<file path="config.mk">
export PLATFORM = sky130hd
export DESIGN_NAME = rf_wr_arbiter_flat
export DESIGN_NICKNAME = d
export VERILOG_FILES = /design/src/rtl/rf_wr_arbiter_pkg.sv /design/src/rtl/rf_wr_arbiter_if.sv /design/src/rtl/rf_wr_arbiter.sv /design/src/flat_wrapper.sv
export SDC_FILE = /design/constraint.sdc
export NUM_CORES = 1
export LEC_CHECK = 0
export ABC_AREA = 1
export BUFFER_PORTS_ARGS = -buffer_cell sky130_fd_sc_hd__buf_2
export CAP_MARGIN = 20
export CORE_UTILIZATION = 48
export DETAILED_ROUTE_END_ITERATION = 6
export GPL_TIMING_DRIVEN = 1
export MAX_ROUTING_LAYER = met4
export PLACE_DENSITY = 0.85
export SLEW_MARGIN = 20
export SYNTH_ARGS = -nofsm -noshare
export SYNTH_HDL_FRONTEND = slang
export SYNTH_SLANG_ARGS = --single-unit
</file>
<file path="constraint.sdc">
create_clock -name clk_i -period 4.3 [get_ports clk_i]
set_clock_uncertainty 0.15 [all_clocks]
set_input_delay 1.075 -clock clk_i [delete_from_list [all_inputs] [get_ports clk_i]]
set_output_delay 1.075 -clock clk_i [all_outputs]
set_load 0.005 [all_outputs]
</file>
<file path="src/rtl/rf_wr_arbiter_pkg.sv">
// rf_wr_arbiter_pkg: shared types for the register-file write-port arbiter
package rf_wr_arbiter_pkg;
  localparam int RF_XLEN = 32;
  typedef enum logic [1:0] {STALL_NONE, ARB_STALL} stall_e;
  typedef enum logic [1:0] {IDLE, PEND, FORCE} rf_wr_arb_state_e;
  typedef struct packed {
    logic               we;
    logic [4:0]         rd;
    logic [RF_XLEN-1:0] data;
  } rf_wr_req_t;
endpackage

</file>
<file path="src/rtl/rf_wr_arbiter_if.sv">
// rf_wr_arbiter_if: writeback, late-result and register-file write signals of the arbiter
interface rf_wr_arbiter_if import rf_wr_arbiter_pkg::*; #(parameter int XLEN = RF_XLEN);
  logic            pipe_we_i;
  logic [4:0]      pipe_rd_i;
  logic [XLEN-1:0] pipe_data_i;
  logic            pipe_accept_o;
  logic            late_valid_i;
  logic            late_ready_o;
  logic [4:0]      late_rd_i;
  logic [XLEN-1:0] late_data_i;
  logic            stall_req_o;
  logic            rf_we_o;
  logic [4:0]      rf_waddr_o;
  logic [XLEN-1:0] rf_wdata_o;
  modport slave (
    input  pipe_we_i, pipe_rd_i, pipe_data_i, late_valid_i, late_rd_i, late_data_i,
    output pipe_accept_o, late_ready_o, stall_req_o, rf_we_o, rf_waddr_o, rf_wdata_o
  );
  modport master (
    output pipe_we_i, pipe_rd_i, pipe_data_i, late_valid_i, late_rd_i, late_data_i,
    input  pipe_accept_o, late_ready_o, stall_req_o, rf_we_o, rf_waddr_o, rf_wdata_o
  );
endinterface

</file>
<file path="src/rtl/rf_wr_arbiter.sv">
// rf_wr_arbiter: RF write port arbiter, P priority, 1-entry L buffer, forced drain on starvation; RF_WR_ARB_PERF_EN adds perf counters
module rf_wr_arbiter import rf_wr_arbiter_pkg::*; #(
  parameter int XLEN         = RF_XLEN,
  parameter int STARVE_LIMIT = 4
) (
  input logic            clk_i,
  input logic            rst_i,
  rf_wr_arbiter_if.slave bus
`ifdef RF_WR_ARB_PERF_EN
  ,
  output logic [31:0]    perf_late_wr_o,
  output logic [31:0]    perf_force_o,
  output logic [31:0]    perf_squash_o
`endif
);
  rf_wr_arb_state_e state_q, state_d;
  rf_wr_req_t       buf_q, buf_d;
  logic [3:0]       cnt_q, cnt_d;
  logic             grant_l;
  logic             squash;
  always_comb begin
    state_d = state_q;
    buf_d   = buf_q;
    cnt_d   = 4'd0;
    grant_l = 1'b0;
    squash  = 1'b0;
    case (state_q)
      IDLE: if (bus.late_valid_i && bus.late_rd_i != 5'd0) begin
        state_d = PEND;
        buf_d   = '{we: 1'b1, rd: bus.late_rd_i, data: bus.late_data_i};
      end
      PEND: begin
        grant_l = !bus.pipe_we_i;
        squash  = bus.pipe_we_i && bus.pipe_rd_i == buf_q.rd;
        state_d = (grant_l || squash) ? IDLE : (cnt_q + 4'd1 == 4'(STARVE_LIMIT)) ? FORCE : PEND;
        cnt_d   = state_d == PEND ? cnt_q + 4'd1 : 4'd0;
      end
      FORCE: begin
        grant_l = 1'b1;
        state_d = IDLE;
      end
      default: state_d = IDLE;
    endcase
    if (grant_l || squash) buf_d.we = 1'b0;
  end
  always_ff @(posedge clk_i) begin
    if (rst_i) begin
      state_q <= IDLE;
      buf_q   <= '0;
      cnt_q   <= 4'd0;
    end else begin
      state_q <= state_d;
      buf_q   <= buf_d;
      cnt_q   <= cnt_d;
    end
  end
  assign bus.late_ready_o  = !rst_i && !buf_q.we;
  assign bus.pipe_accept_o = !rst_i && state_q != FORCE;
  assign bus.stall_req_o   = !rst_i && state_q == FORCE;
  assign bus.rf_we_o       = !rst_i && (grant_l || (bus.pipe_we_i && state_q != FORCE));
  assign bus.rf_waddr_o    = grant_l ? buf_q.rd : bus.pipe_rd_i;
  assign bus.rf_wdata_o    = grant_l ? XLEN'(buf_q.data) : bus.pipe_data_i;
`ifdef RF_WR_ARB_PERF_EN
  logic [31:0] perf_late_wr_q, perf_late_wr_d, perf_force_q, perf_force_d, perf_squash_q, perf_squash_d;
  always_comb begin
    perf_late_wr_d = perf_late_wr_q + 32'(grant_l);
    perf_force_d   = perf_force_q + 32'(state_d == FORCE);
    perf_squash_d  = perf_squash_q + 32'(squash);
  end
  always_ff @(posedge clk_i) begin
    if (rst_i) begin
      perf_late_wr_q <= '0;
      perf_force_q   <= '0;
      perf_squash_q  <= '0;
    end else begin
      perf_late_wr_q <= perf_late_wr_d;
      perf_force_q   <= perf_force_d;
      perf_squash_q  <= perf_squash_d;
    end
  end
  assign perf_late_wr_o = perf_late_wr_q;
  assign perf_force_o   = perf_force_q;
  assign perf_squash_o  = perf_squash_q;
`endif
endmodule

</file>
<file path="src/flat_wrapper.sv">
// flat-port wrapper written by rule: the top's interface ports become plain ports
module rf_wr_arbiter_flat import rf_wr_arbiter_pkg::*;
#(
  parameter int XLEN         = RF_XLEN,
  parameter int STARVE_LIMIT = 4
)
  (clk_i, rst_i, bus_pipe_we_i, bus_pipe_rd_i, bus_pipe_data_i, bus_late_valid_i, bus_late_rd_i, bus_late_data_i, bus_pipe_accept_o, bus_late_ready_o, bus_stall_req_o, bus_rf_we_o, bus_rf_waddr_o, bus_rf_wdata_o);
  rf_wr_arbiter_if #(.XLEN(XLEN)) bus_i ();
  input logic clk_i;
  input logic rst_i;
  input wire logic [$bits(bus_i.pipe_we_i)-1:0] bus_pipe_we_i;
  input wire logic [$bits(bus_i.pipe_rd_i)-1:0] bus_pipe_rd_i;
  input wire logic [$bits(bus_i.pipe_data_i)-1:0] bus_pipe_data_i;
  input wire logic [$bits(bus_i.late_valid_i)-1:0] bus_late_valid_i;
  input wire logic [$bits(bus_i.late_rd_i)-1:0] bus_late_rd_i;
  input wire logic [$bits(bus_i.late_data_i)-1:0] bus_late_data_i;
  output wire logic [$bits(bus_i.pipe_accept_o)-1:0] bus_pipe_accept_o;
  output wire logic [$bits(bus_i.late_ready_o)-1:0] bus_late_ready_o;
  output wire logic [$bits(bus_i.stall_req_o)-1:0] bus_stall_req_o;
  output wire logic [$bits(bus_i.rf_we_o)-1:0] bus_rf_we_o;
  output wire logic [$bits(bus_i.rf_waddr_o)-1:0] bus_rf_waddr_o;
  output wire logic [$bits(bus_i.rf_wdata_o)-1:0] bus_rf_wdata_o;
  assign bus_i.pipe_we_i = bus_pipe_we_i;
  assign bus_i.pipe_rd_i = bus_pipe_rd_i;
  assign bus_i.pipe_data_i = bus_pipe_data_i;
  assign bus_i.late_valid_i = bus_late_valid_i;
  assign bus_i.late_rd_i = bus_late_rd_i;
  assign bus_i.late_data_i = bus_late_data_i;
  assign bus_pipe_accept_o = bus_i.pipe_accept_o;
  assign bus_late_ready_o = bus_i.late_ready_o;
  assign bus_stall_req_o = bus_i.stall_req_o;
  assign bus_rf_we_o = bus_i.rf_we_o;
  assign bus_rf_waddr_o = bus_i.rf_waddr_o;
  assign bus_rf_wdata_o = bus_i.rf_wdata_o;
  rf_wr_arbiter #(.XLEN(XLEN), .STARVE_LIMIT(STARVE_LIMIT)) u_core (.clk_i(clk_i), .rst_i(rst_i), .bus(bus_i));
endmodule
</file>
==> results of run 1 <==
[state kept, by name, summed over array words and instances, names as in the netlist]
| register | flops |
|---|---|
| u_core.buf_q | 38 |
| u_core.cnt_q | 4 |
| u_core.state_q | 2 |
[layout by cell type, fill, tap and decap left out, drive strengths merged]
cell,Yosys,layout
nor2,17,17
clkinvlp,0,1
dfxtp,44,44
ha,4,4
o21ai,75,75
nand4,2,2
buf,13,121
a21oi,40,40
o21a,1,1
o211ai,1,1
clkbuf,7,7
inv,53,53
nand2,55,55
xnor2,2,2
nand3,6,6
nand3b,1,1
[report_power, final]
group	switching, W	total (W)	internal, W
combinational	0.000146	0.000253	0.000108
sequential	0.0000151	0.000470	0.000455
clock	0.000137	0.000267	0.000131
[cells by family (layout without fill, tap and decap cells)]
group,Yosys count,after routing,share of synthesized area
AO/OA/AOI/OAI,117,117,0.270
XOR/XNOR,2,2,0.00793
adder cells (fa/ha/maj),4,4,0.0227
buffers and inverters,73,182,0.154
flip-flops,44,44,0.399
AND/OR/NAND/NOR,81,81,0.147
[worst max-delay path by stage]
stage                                        start            endpoint  slack, ns  depth (start not counted)
finish              u_core.state_q[0]$_SDFFE_PP0P_  bus_rf_wdata_o[15]       0.78                          7
global route        u_core.state_q[0]$_SDFFE_PP0P_  bus_rf_wdata_o[15]       0.52                          7
CTS                 u_core.state_q[0]$_SDFFE_PP0P_  bus_rf_wdata_o[13]       0.82                          7
detailed placement                   bus_pipe_we_i  bus_rf_wdata_o[13]       0.84                          7
global placement                     bus_pipe_we_i   bus_rf_wdata_o[7]       0.89                          7
floorplan                            bus_pipe_we_i  bus_rf_wdata_o[16]       1.40                          5
[cell type report]
class	instances	area [µm²]
inverters	53	199
well taps	52	65.1
multi-input cells	204	997
clock inverters	1	7.51
repair buffers	121	613
flip-flops and latches	44	881
clock buffers	7	86.3
fillers	408	1540
[metal layers]
layer  global-route usage  routed length (µm)
met1                0.223                2150
met2                0.362                2490
met3               0.0418                 274
met4               0.0800                  70
met5                    -                   0
[critical path, cell delays in order, from the launching register on]
cell	delay (ns)
sky130_fd_sc_hd__dfxtp_1	0.35
sky130_fd_sc_hd__inv_1	0.06
sky130_fd_sc_hd__ha_1	0.25
sky130_fd_sc_hd__o211ai_4	0.66
sky130_fd_sc_hd__buf_4	0.37
sky130_fd_sc_hd__nand2_1	0.06
sky130_fd_sc_hd__o21ai_0	0.09
sky130_fd_sc_hd__buf_2	0.15
[per-stage QoR]
stage | setup slack [ns] | utilization | hold WS, ns | power [W] | area, µm²
after floorplan | 1.40 | - | 0.275 | 0.000648 | 2210
after global placement | 0.885 | 0.628 | 0.285 | 0.000724 | 2760
after detailed placement | 0.842 | 0.628 | 0.293 | 0.000733 | 2760
after CTS | 0.819 | 0.650 | 0.303 | 0.000998 | 2850
after global routing | 0.519 | 0.650 | 0.323 | 0.00105 | 2850
final | 0.783 | 0.650 | 0.300 | 0.000991 | 2850
==> flow_metrics.env, run 1 <==
export IMPL_crit_arrival_ns=2.29
export IMPL_final_net_count=511
export IMPL_synth_top_cells_by_area="sky130_fd_sc_hd__dfxtp_1 40%, sky130_fd_sc_hd__o21ai_0 12%, sky130_fd_sc_hd__nand2_1 9.3%, sky130_fd_sc_hd__a21oi_1 9.1%, sky130_fd_sc_hd__inv_1 9.0%"
export IMPL_crit_reg2reg_capture="u_core.buf_q[17]$_SDFFE_PP0P_"
export IMPL_layout_drive_gt1_share=0.302
export IMPL_place_inst=474
export IMPL_post_route_clock_period_utilization=0.818
export IMPL_synth_most_common_cell="sky130_fd_sc_hd__nand2_1"
export IMPL_area_growth_pct=28.9
export IMPL_worst_r2r_cell_count=6
export IMPL_diode_count=0
export IMPL_post_cts_hold_buffer_count=0
export IMPL_power_density_nw_per_um2=348
export IMPL_post_syn_instances=321
export IMPL_global_route_usage_total=0.204
export IMPL_drt_pre_antenna_iters=4
export IMPL_cts_htree_levels=2
export IMPL_drt_iter0_markers=85
export IMPL_final_count_of_hold_timing_violations=0
export IMPL_asyncSetResetFlopFracSynth=0
export IMPL_worst_path_max_fanout=32
export IMPL_finalSetupTns_ns=0
export IMPL_cts_root_buf="sky130_fd_sc_hd__clkbuf_8"
export IMPL_irDropWorstVdd_mv=0.215
export IMPL_yosysUniqueCellTypes=18
export IMPL_timing_worst_setup_path_type="register to primary output"
export IMPL_final_max_slew_violation_count=0
export IMPL_die_area_um2=4880
export IMPL_tritoncts="built"
export IMPL_number_of_flops_mapped_to_enable_cells_by_yosys=0
export IMPL_post_synth_instance_area_um2=2210
export IMPL_die_w_um=69.9
export IMPL_largest_net_degree_at_the_start_of_global_routing=45
export IMPL_buffer_ports_inserted=118
export IMPL_postCtsResizedCells=0
export IMPL_grt_pass1_vias=1964
export IMPL_wl_per_cell_um=10.3
export IMPL_instances_no_fill=482
export IMPL_cts_max_path_buffers=2
export IMPL_timing_critical_path_required_ns=3.07
export IMPL_period_needed_ns=3.52
export IMPL_yosysTopAreaCell="sky130_fd_sc_hd__dfxtp_1"
export IMPL_finish_stage_setup_viols=0
export IMPL_endpoint_kind="primary output"
export IMPL_hp_class="register to register"
export IMPL_dieHeight_um=69.9
export IMPL_effective_utilization_at_floorplan=0.504
export IMPL_slew_headroom=0.330
export IMPL_drc_errors=0
export IMPL_clkTransAtPathRegs_ns=0.08
export IMPL_ys_seq_area_frac=0.399
export IMPL_whs_endpoint="u_core.buf_q[26]$_SDFFE_PP0P_"
export IMPL_hold_depth=2
export IMPL_worstMarginPinSlew_ns=1.00
export IMPL_cts_sinks=44
export IMPL_core_region_area_um2=4380
export IMPL_grt_remaining_overflow=0
export IMPL_mappedNetlistNets=403
export IMPL_ant_nets=0
export IMPL_static_leakage_power_nw=1.45
export IMPL_synth_largest_type_area_fraction=0.399
export IMPL_worst_r2r_startpoint="u_core.state_q[1]$_SDFFE_PP0P_"
export IMPL_maxCapViolations=0
export IMPL_cts_repair_timing_setup_buffer_count=0
export IMPL_synthFlopType="sky130_fd_sc_hd__dfxtp_1"
export IMPL_syn_mean_instance_area_um2=6.88
export IMPL_yosys_register_bits=44
export IMPL_insertion_delay_ns=0.29
export IMPL_timing_fmax_ghz=0.284
export IMPL_critical_path_startpoint_type="register"
export IMPL_synth_top_cells_by_count="55 x sky130_fd_sc_hd__nand2_1, 53 x sky130_fd_sc_hd__inv_1, 53 x sky130_fd_sc_hd__o21ai_0"
export IMPL_setup_repair_after_global_routing_missed_its_margin="no"
export IMPL_outcome="finished, final reports clean"
export IMPL_cts_inserted_buffers=5
export IMPL_dp_hpwl_mm=3.71
export IMPL_grt_pass1_wl_mm=7.93
export IMPL_gp_congestion=0.771
export IMPL_ys_warnings_count=0
export IMPL_antenna_found_initial=0
export IMPL_setup_slack_of_the_worst_register_to_register_path_ns=2.21
export IMPL_wirelength_mm=4.98
export IMPL_design_portCount=119
export IMPL_rows=24
export IMPL_routed_via_density=4.81
export IMPL_vias=2318
export IMPL_min_delay_start="u_core.buf_q[26]$_SDFFE_PP0P_"
(Power assumes the default switching activity.)
==> run 2, diff against run 1 <==
--- a/config.mk
+++ b/config.mk
@@ -5,14 +5,14 @@
 export SDC_FILE = /design/constraint.sdc
 export NUM_CORES = 1
 export LEC_CHECK = 0
-export ABC_AREA = 1
+export ABC_AREA = 0
 export BUFFER_PORTS_ARGS = -buffer_cell sky130_fd_sc_hd__buf_2
 export CAP_MARGIN = 20
-export CORE_UTILIZATION = 48
+export CORE_UTILIZATION = 45
 export DETAILED_ROUTE_END_ITERATION = 6
 export GPL_TIMING_DRIVEN = 1
 export MAX_ROUTING_LAYER = met4
-export PLACE_DENSITY = 0.85
+export PLACE_DENSITY = 0.8
 export SLEW_MARGIN = 20
 export SYNTH_ARGS = -nofsm -noshare
 export SYNTH_HDL_FRONTEND = slang
==> constraint.sdc (replaced) <==
create_clock -name clk_i -period 3.6 [get_ports clk_i]
set_clock_uncertainty 0.15 [all_clocks]
set_input_delay 0.9 -clock clk_i [delete_from_list [all_inputs] [get_ports clk_i]]
set_output_delay 0.9 -clock clk_i [all_outputs]
set_load 0.005 [all_outputs]
==> run 2 against run 1 <==
  * Critical path depth unchanged
  * Register-to-register slack got worse by 0.78 ns
  * Synthesized cell count decreased by 21%
  * Worst hold slack gained 0.0078 ns
  * First-iteration DRC count shrank 32%
  * Routed wire length rose by 5.4%
  * Synthesized area increased by 1.1%
  * Flip-flop and latch count unchanged
  * Final cell count is 10% lower
  * Clock-buffer cell count shrank 2
  * Critical path type unchanged
  * Critical endpoint is now bus_rf_waddr_o[4]
==> flow_metrics.env, run 2 <==
export IMPL_ant_nets=0
export IMPL_worstMarginPinSlew_ns=0.921
export IMPL_static_leakage_power_nw=1.33
export IMPL_cts_inserted_buffers=5
export IMPL_cts_max_path_buffers=2
export IMPL_die_w_um=72.5
export IMPL_slew_headroom=0.385
export IMPL_routed_via_density=4.85
export IMPL_post_syn_instances=254
export IMPL_number_of_flops_mapped_to_enable_cells_by_yosys=0
export IMPL_setup_repair_after_global_routing_missed_its_margin="no"
export IMPL_final_count_of_hold_timing_violations=0
export IMPL_die_area_um2=5250
export IMPL_most_frequent_cells_in_the_layout="118 x sky130_fd_sc_hd__buf_2, 73 x sky130_fd_sc_hd__nand2_1, 44 x sky130_fd_sc_hd__dfxtp_1, 37 x sky130_fd_sc_hd__mux2_2, 32 x sky130_fd_sc_hd__a21oi_1"
export IMPL_post_cts_hold_buffer_count=0
export IMPL_gp_congestion=0.787
export IMPL_grt_pass1_vias=1907
export IMPL_effective_utilization_at_floorplan=0.470
export IMPL_buffer_ports_inserted=118
export IMPL_crit_reg2reg_capture="u_core.buf_q[22]$_SDFFE_PP0P_"
export IMPL_antenna_found_initial=0
export IMPL_wirelength_mm=5.25
export IMPL_commonest_non_fill_non_tap_cell_in_the_layout="sky130_fd_sc_hd__buf_2"
export IMPL_layout_drive_gt1_share=0.473
export IMPL_timing_critical_path_to="bus_rf_waddr_o[4]"
export IMPL_area_fraction_in_and_or_nand_and_nor_cells_after_synthesis=0.175
export IMPL_synthXorXnorAreaFrac=0.0274
export IMPL_dp_hpwl_mm=3.82
export IMPL_asyncSetResetFlopFracSynth=0
export IMPL_hp_class="register to register"
export IMPL_finish_stage_setup_viols=0
export IMPL_cts_sinks=44
export IMPL_worst_r2r_startpoint="u_core.state_q[1]$_SDFFE_PP0P_"
export IMPL_yosysUniqueCellTypes=32
export IMPL_core_region_area_um2=4750
export IMPL_postPlaceCellArea_um2=2840
export IMPL_worst_r2r_cell_count=6
export IMPL_dieHeight_um=72.5
export IMPL_final_net_count=447
export IMPL_grt_pass1_wl_mm=8.15
export IMPL_clkTransAtPathRegs_ns=0.08
export IMPL_ys_warnings_count=0
export IMPL_endpoint_kind="primary output"
export IMPL_yosys_mux_area_fraction=0.186
export IMPL_timing_fmax_ghz=0.329
export IMPL_outcome="finished, final reports clean"
export IMPL_crit_arrival_ns=1.99
export IMPL_grt_remaining_overflow=0
export IMPL_drc_errors=0
export IMPL_final_area_um2=2950
export IMPL_synthFlopType="sky130_fd_sc_hd__dfxtp_1"
export IMPL_cts_root_buf="sky130_fd_sc_hd__clkbuf_8"
export IMPL_synth_top_family_by_area="multiplexers"
export IMPL_timing_critical_path_from="u_core.state_q[1]$_SDFFE_PP0P_"
export IMPL_cts_htree_levels=2
export IMPL_insertion_delay_ns=0.28
export IMPL_synth_top_cells_by_count="73 x sky130_fd_sc_hd__nand2_1, 44 x sky130_fd_sc_hd__dfxtp_1, 37 x sky130_fd_sc_hd__mux2_2"
export IMPL_finalSetupTns_ns=0
export IMPL_irDropWorstVdd_mv=0.240
export IMPL_post_route_clock_period_utilization=0.844
export IMPL_drt_pre_antenna_iters=4
export IMPL_synth_top_cells_by_area="sky130_fd_sc_hd__dfxtp_1 39%, sky130_fd_sc_hd__mux2_2 19%, sky130_fd_sc_hd__nand2_1 12%, sky130_fd_sc_hd__a21oi_1 7.2%, sky130_fd_sc_hd__ha_1 2.2%"
export IMPL_routing_usage_on_met3=0.0403
export IMPL_synth_compound_gate_area_share=0.131
export IMPL_postCtsResizedCells=0
export IMPL_largest_net_degree_at_the_start_of_global_routing=40
export IMPL_synth_largest_type_area_fraction=0.394
export IMPL_most_flops_register="u_core.buf_q"
export IMPL_adder_cell_share_of_the_synthesized_area=0.0224
export IMPL_design_portCount=119
export IMPL_wl_per_cell_um=12.1
export IMPL_area_growth_pct=32.0
export IMPL_period_needed_ns=3.04
export IMPL_yosys_register_bits=44
export IMPL_maxCapViolations=0
export IMPL_mappedNetlistNets=336
export IMPL_vias=2098
export IMPL_tritoncts="built"
export IMPL_final_max_slew_violation_count=0
export IMPL_timing_critical_path_required_ns=2.55
export IMPL_gr_usage_met2=0.357
export IMPL_ys_seq_area_frac=0.394
export IMPL_setup_slack_of_the_worst_register_to_register_path_ns=1.43
export IMPL_global_route_usage_total=0.202
export IMPL_syn_mean_instance_area_um2=8.80
export IMPL_critical_path_startpoint_type="register"
export IMPL_synth_most_common_cell="sky130_fd_sc_hd__nand2_1"
export IMPL_largest_register_ffs=38
export IMPL_cts_repair_timing_setup_buffer_count=0
export IMPL_gr_max_usage_layer="met2"
export IMPL_largestRegisters="u_core.buf_q (38), u_core.cnt_q (4), u_core.state_q (2)"
export IMPL_post_synth_instance_area_um2=2230
export IMPL_worst_path_max_fanout=38
export IMPL_rows=25
export IMPL_power_density_nw_per_um2=377
export IMPL_drt_iter0_markers=58
export IMPL_grtUsageMet1=0.229
export IMPL_yosysTopAreaCell="sky130_fd_sc_hd__dfxtp_1"
export IMPL_timing_worst_setup_path_type="register to primary output"
export IMPL_diode_count=0
[run 2: report_power, final]
group	leakage, nW	internal [W]	total (W)	switching [W]
combinational	0.919	0.000108	0.000211	0.000102
clock	0.0541	0.000205	0.000368	0.000163
sequential	0.361	0.000516	0.000534	0.0000175
[run 2: critical path: stages, from the launching register on]
cell and delay, ns:
sky130_fd_sc_hd__dfxtp_1 0.34, sky130_fd_sc_hd__inv_1 0.08, sky130_fd_sc_hd__ha_1 0.21, sky130_fd_sc_hd__nor2b_1 0.17, sky130_fd_sc_hd__o21ai_4 0.16, sky130_fd_sc_hd__buf_12 0.23
sky130_fd_sc_hd__mux2_2 0.35, sky130_fd_sc_hd__buf_2 0.13
[run 2: final cells by class]
type / instances / area, µm²
fillers: 446 / 1810
multi-input cells: 190 / 1220
flip-flops and latches: 44 / 881
repair buffers: 121 / 638
well taps: 67 / 83.8
clock buffers: 5 / 68.8
clock inverters: 3 / 42.5
inverters: 3 / 11.3
[run 2: logic make-up (layout without fill, tap and decap cells)]
group | after synthesis | count (layout)
adder cells (fa/ha/maj) | 4 | 4
multiplexers | 37 | 37
AO/OA/AOI/OAI | 48 | 48
AND/OR/NAND/NOR | 94 | 94
flip-flops | 44 | 44
XOR/XNOR | 7 | 7
buffers and inverters | 20 | 132
[run 2: worst min path at each step]
stage,startpoint,endpoint,slack [ns],cells after the start
6_report,u_core.buf_q[28]$_SDFFE_PP0P_,u_core.buf_q[28]$_SDFFE_PP0P_,0.31,2
4_1_cts,u_core.buf_q[28]$_SDFFE_PP0P_,u_core.buf_q[28]$_SDFFE_PP0P_,0.31,2
3_3_place_gp,u_core.buf_q[19]$_SDFFE_PP0P_,u_core.buf_q[19]$_SDFFE_PP0P_,0.29,2
5_1_grt,u_core.buf_q[28]$_SDFFE_PP0P_,u_core.buf_q[28]$_SDFFE_PP0P_,0.32,2
3_5_place_dp,u_core.buf_q[28]$_SDFFE_PP0P_,u_core.buf_q[28]$_SDFFE_PP0P_,0.30,2
2_1_floorplan,u_core.cnt_q[0]$_SDFF_PP0_,u_core.cnt_q[0]$_SDFF_PP0_,0.28,1
[run 2: routing by layer]
layer / up-vias / wire [µm]
met1: 933 / 2310
met4: 0 / 48
met2: 74 / 2650
met3: 6 / 248
li1: 1085 / -
met5: - / 0
[run 2: per-stage QoR]
step | setup slack [ns] | hold slack (ns) | total power, W | util | instances
floorplan | 0.825 | 0.283 | 0.000670 | - | 254
global route | 0.464 | 0.322 | 0.00117 | 0.620 | 433
finish | 0.560 | 0.308 | 0.00111 | 0.620 | 433
global placement | 0.618 | 0.290 | 0.000750 | 0.597 | 425
detailed placement | 0.583 | 0.297 | 0.000758 | 0.597 | 425
CTS | 0.555 | 0.309 | 0.00112 | 0.620 | 433
==> run 3, diff against run 2 <==
--- a/config.mk
+++ b/config.mk
@@ -5,7 +5,7 @@
 export SDC_FILE = /design/constraint.sdc
 export NUM_CORES = 1
 export LEC_CHECK = 0
-export ABC_AREA = 0
+export ABC_AREA = 1
 export BUFFER_PORTS_ARGS = -buffer_cell sky130_fd_sc_hd__buf_2
 export CAP_MARGIN = 20
 export CORE_UTILIZATION = 45
==> constraint.sdc (replaced) <==
create_clock -name clk_i -period 3.1 [get_ports clk_i]
set_clock_uncertainty 0.15 [all_clocks]
set_input_delay 0.775 -clock clk_i [delete_from_list [all_inputs] [get_ports clk_i]]
set_output_delay 0.775 -clock clk_i [all_outputs]
set_load 0.005 [all_outputs]
==> run 3 against run 2 <==
  * The flow now finishes with violations (design-rule violations)
  * Clock-buffer cell count is 2 higher
  * Critical path depth up 2
  * Highest routed layer unchanged
  * Combinational power grew 72%
  * Routed wire length fell by 4.9%
  * Register-to-register slack about the same
  * Largest cell class unchanged
  * Largest power group unchanged
  * Clock power rose by 29%
  * Global-route usage shrank 1.1 points
  * Setup slack worse by 0.32 ns
  * Core utilization rose by 0.066 points
==> flow_metrics.env, run 3 (synthesis results as in run 1) <==
export IMPL_dp_hpwl_mm=3.78
export IMPL_cts_root_buf="sky130_fd_sc_hd__clkbuf_8"
export IMPL_grt_pass1_vias=1872
export IMPL_cp_num_buf_inv=4
export IMPL_commonest_non_fill_non_tap_cell_in_the_layout="sky130_fd_sc_hd__buf_2"
export IMPL_ant_nets=0
export IMPL_final_seq_area_um2=881
export IMPL_final_count_of_hold_timing_violations=0
export IMPL_endpoint_kind="primary output"
export IMPL_buffer_ports_inserted=118
export IMPL_critical_path_top_delay_family="buffers and inverters"
export IMPL_cts_htree_levels=2
export IMPL_postCtsResizedCells=0
export IMPL_drt_iter0_markers=88
export IMPL_worst_slack_ns=0.241
export IMPL_gp_congestion=0.741
export IMPL_clkTransAtPathRegs_ns=0.08
export IMPL_wl_per_cell_um=10.0
export IMPL_worst_path_max_fanout=39
export IMPL_power_density_nw_per_um2=506
export IMPL_slew_headroom=0.741
export IMPL_setup_repair_after_global_routing_missed_its_margin="no"
export IMPL_timing_fmax_ghz=0.350
export IMPL_static_leakage_power_nw=1.48
export IMPL_crit_path_max_incr_delay_ns=0.36
export IMPL_post_cts_hold_buffer_count=0
export IMPL_period_needed_ns=2.86
export IMPL_global_route_usage_total=0.191
export IMPL_outcome="finished, violations left"
export IMPL_largest_net_degree_at_the_start_of_global_routing=65
export IMPL_finalSetupTns_ns=0
export IMPL_area_growth_pct=32.7
export IMPL_diode_count=0
export IMPL_filler_cell_count=444
export IMPL_layout_drive_gt1_share=0.306
export IMPL_largestRegisters="u_core.buf_q (38), u_core.cnt_q (4), u_core.state_q (2)"
export IMPL_die_w_um=72.1
export IMPL_final_net_count=512
export IMPL_routed_via_density=4.61
export IMPL_dieHeight_um=72.1
export IMPL_finish_stage_setup_viols=0
export IMPL_tritoncts="built"
export IMPL_slowest_cell_on_the_critical_path="sky130_fd_sc_hd__dfxtp_1"
export IMPL_vias=2294
export IMPL_core_region_area_um2=4720
export IMPL_total_power_w=0.00149
export IMPL_area_of_the_multi_input_gates_um2=997
export IMPL_irDropWorstVdd_mv=0.315
export IMPL_grt_pass1_wl_mm=7.67
export IMPL_insertion_delay_ns=0.29
export IMPL_final_max_slew_violation_count=0
export IMPL_worstMarginPinSlew_ns=0.389
export IMPL_grt_remaining_overflow=0
export IMPL_dp_slack_ns=0.446
export IMPL_hp_class="register to register"
export IMPL_path_cells="inv_1 > ha_1 > inv_1 > nand2_1 > o211ai_4 > buf_4 > nand2_1 > o21ai_0 > buf_2"
export IMPL_cts_repair_timing_setup_buffer_count=0
export IMPL_antenna_found_initial=0
export IMPL_largest_register_ffs=38
export IMPL_maxCapViolations=0
export IMPL_crit_arrival_ns=1.93
export IMPL_drt_pre_antenna_iters=6
export IMPL_effective_utilization_at_floorplan=0.468
export IMPL_wirelength_mm=4.99
export IMPL_timing_critical_path_required_ns=2.17
export IMPL_critical_path_startpoint_type="register"
export IMPL_rows=25
export IMPL_post_route_clock_period_utilization=0.922
export IMPL_design_portCount=119
export IMPL_die_area_um2=5190
export IMPL_cts_inserted_buffers=5
export IMPL_drc_errors=2
export IMPL_cts_max_path_buffers=2
export IMPL_most_flops_register="u_core.buf_q"
export IMPL_timing_worst_setup_path_type="register to primary output"
export IMPL_cts_sinks=44
export IMPL_most_frequent_cells_in_the_layout="118 x sky130_fd_sc_hd__buf_2, 55 x sky130_fd_sc_hd__nand2_1, 53 x sky130_fd_sc_hd__inv_1, 53 x sky130_fd_sc_hd__o21ai_0, 44 x sky130_fd_sc_hd__dfxtp_1"
export IMPL_violations="design-rule violations"
run 3: cell types whose count changed in the layout (fill, tap and decap cells not counted), moves of 8 or more:
cell	previous run	this run
sky130_fd_sc_hd__a21oi_1	32	40
sky130_fd_sc_hd__inv_1	3	53
sky130_fd_sc_hd__mux2_2	37	0
sky130_fd_sc_hd__nand2_1	73	55
sky130_fd_sc_hd__nor2_1	7	17
sky130_fd_sc_hd__o21ai_0	1	53
sky130_fd_sc_hd__o21ai_1	0	22
run 3: final timing paths:
kind,start,to,depth (start not counted),slack [ns]
min,u_core.buf_q[9]$_SDFFE_PP0P_,u_core.buf_q[9]$_SDFFE_PP0P_,2,0.30
max reg2reg,u_core.state_q[0]$_SDFFE_PP0P_,u_core.buf_q[19]$_SDFFE_PP0P_,6,1.42
max,u_core.state_q[0]$_SDFFE_PP0P_,bus_rf_wdata_o[9],9,0.24
min reg2reg,u_core.buf_q[9]$_SDFFE_PP0P_,u_core.buf_q[9]$_SDFFE_PP0P_,2,0.30
run 3: metrics by stage:
step	util	cell area [µm²]	hold WS [ns]	std cells
after global routing	0.621	2930	0.328	498
after floorplan	-	2210	0.275	321
after CTS	0.621	2930	0.302	498
after global placement	0.594	2810	0.286	490
final	0.621	2930	0.298	498
after detailed placement	0.594	2810	0.291	490
run 3: per-layer routing:
layer	wire length, µm	part of all wire	track usage
met1	2240	0.45	0.205
met2	2470	0.49	0.350
met3	220	0.044	0.0375
met4	68	0.014	0.0654
met5	0	0	-
run 3: final cells by class:
cell class                 count  area share
clock buffer                   7      0.0328
sequential                    44       0.300
tap                           67      0.0286
inverter                      53      0.0678
multi-input combinational    204       0.340
clock inverter                 1      0.0102
timing repair buffer         122       0.220
run 3: tightest hold or removal path, stage by stage, from the launching register on:
cell	delay, ns
sky130_fd_sc_hd__dfxtp_1	0.30
sky130_fd_sc_hd__inv_1	0.05
sky130_fd_sc_hd__a21oi_1	0.05
run 3: power by group:
part	total, W	internal [W]	leakage, nW	switching, W
clock	0.000473	0.000284	0.0645	0.000188
sequential	0.000651	0.000631	0.364	0.0000201
combinational	0.000362	0.000158	1.05	0.000204
total	0.00149	0.00107	1.48	0.000412
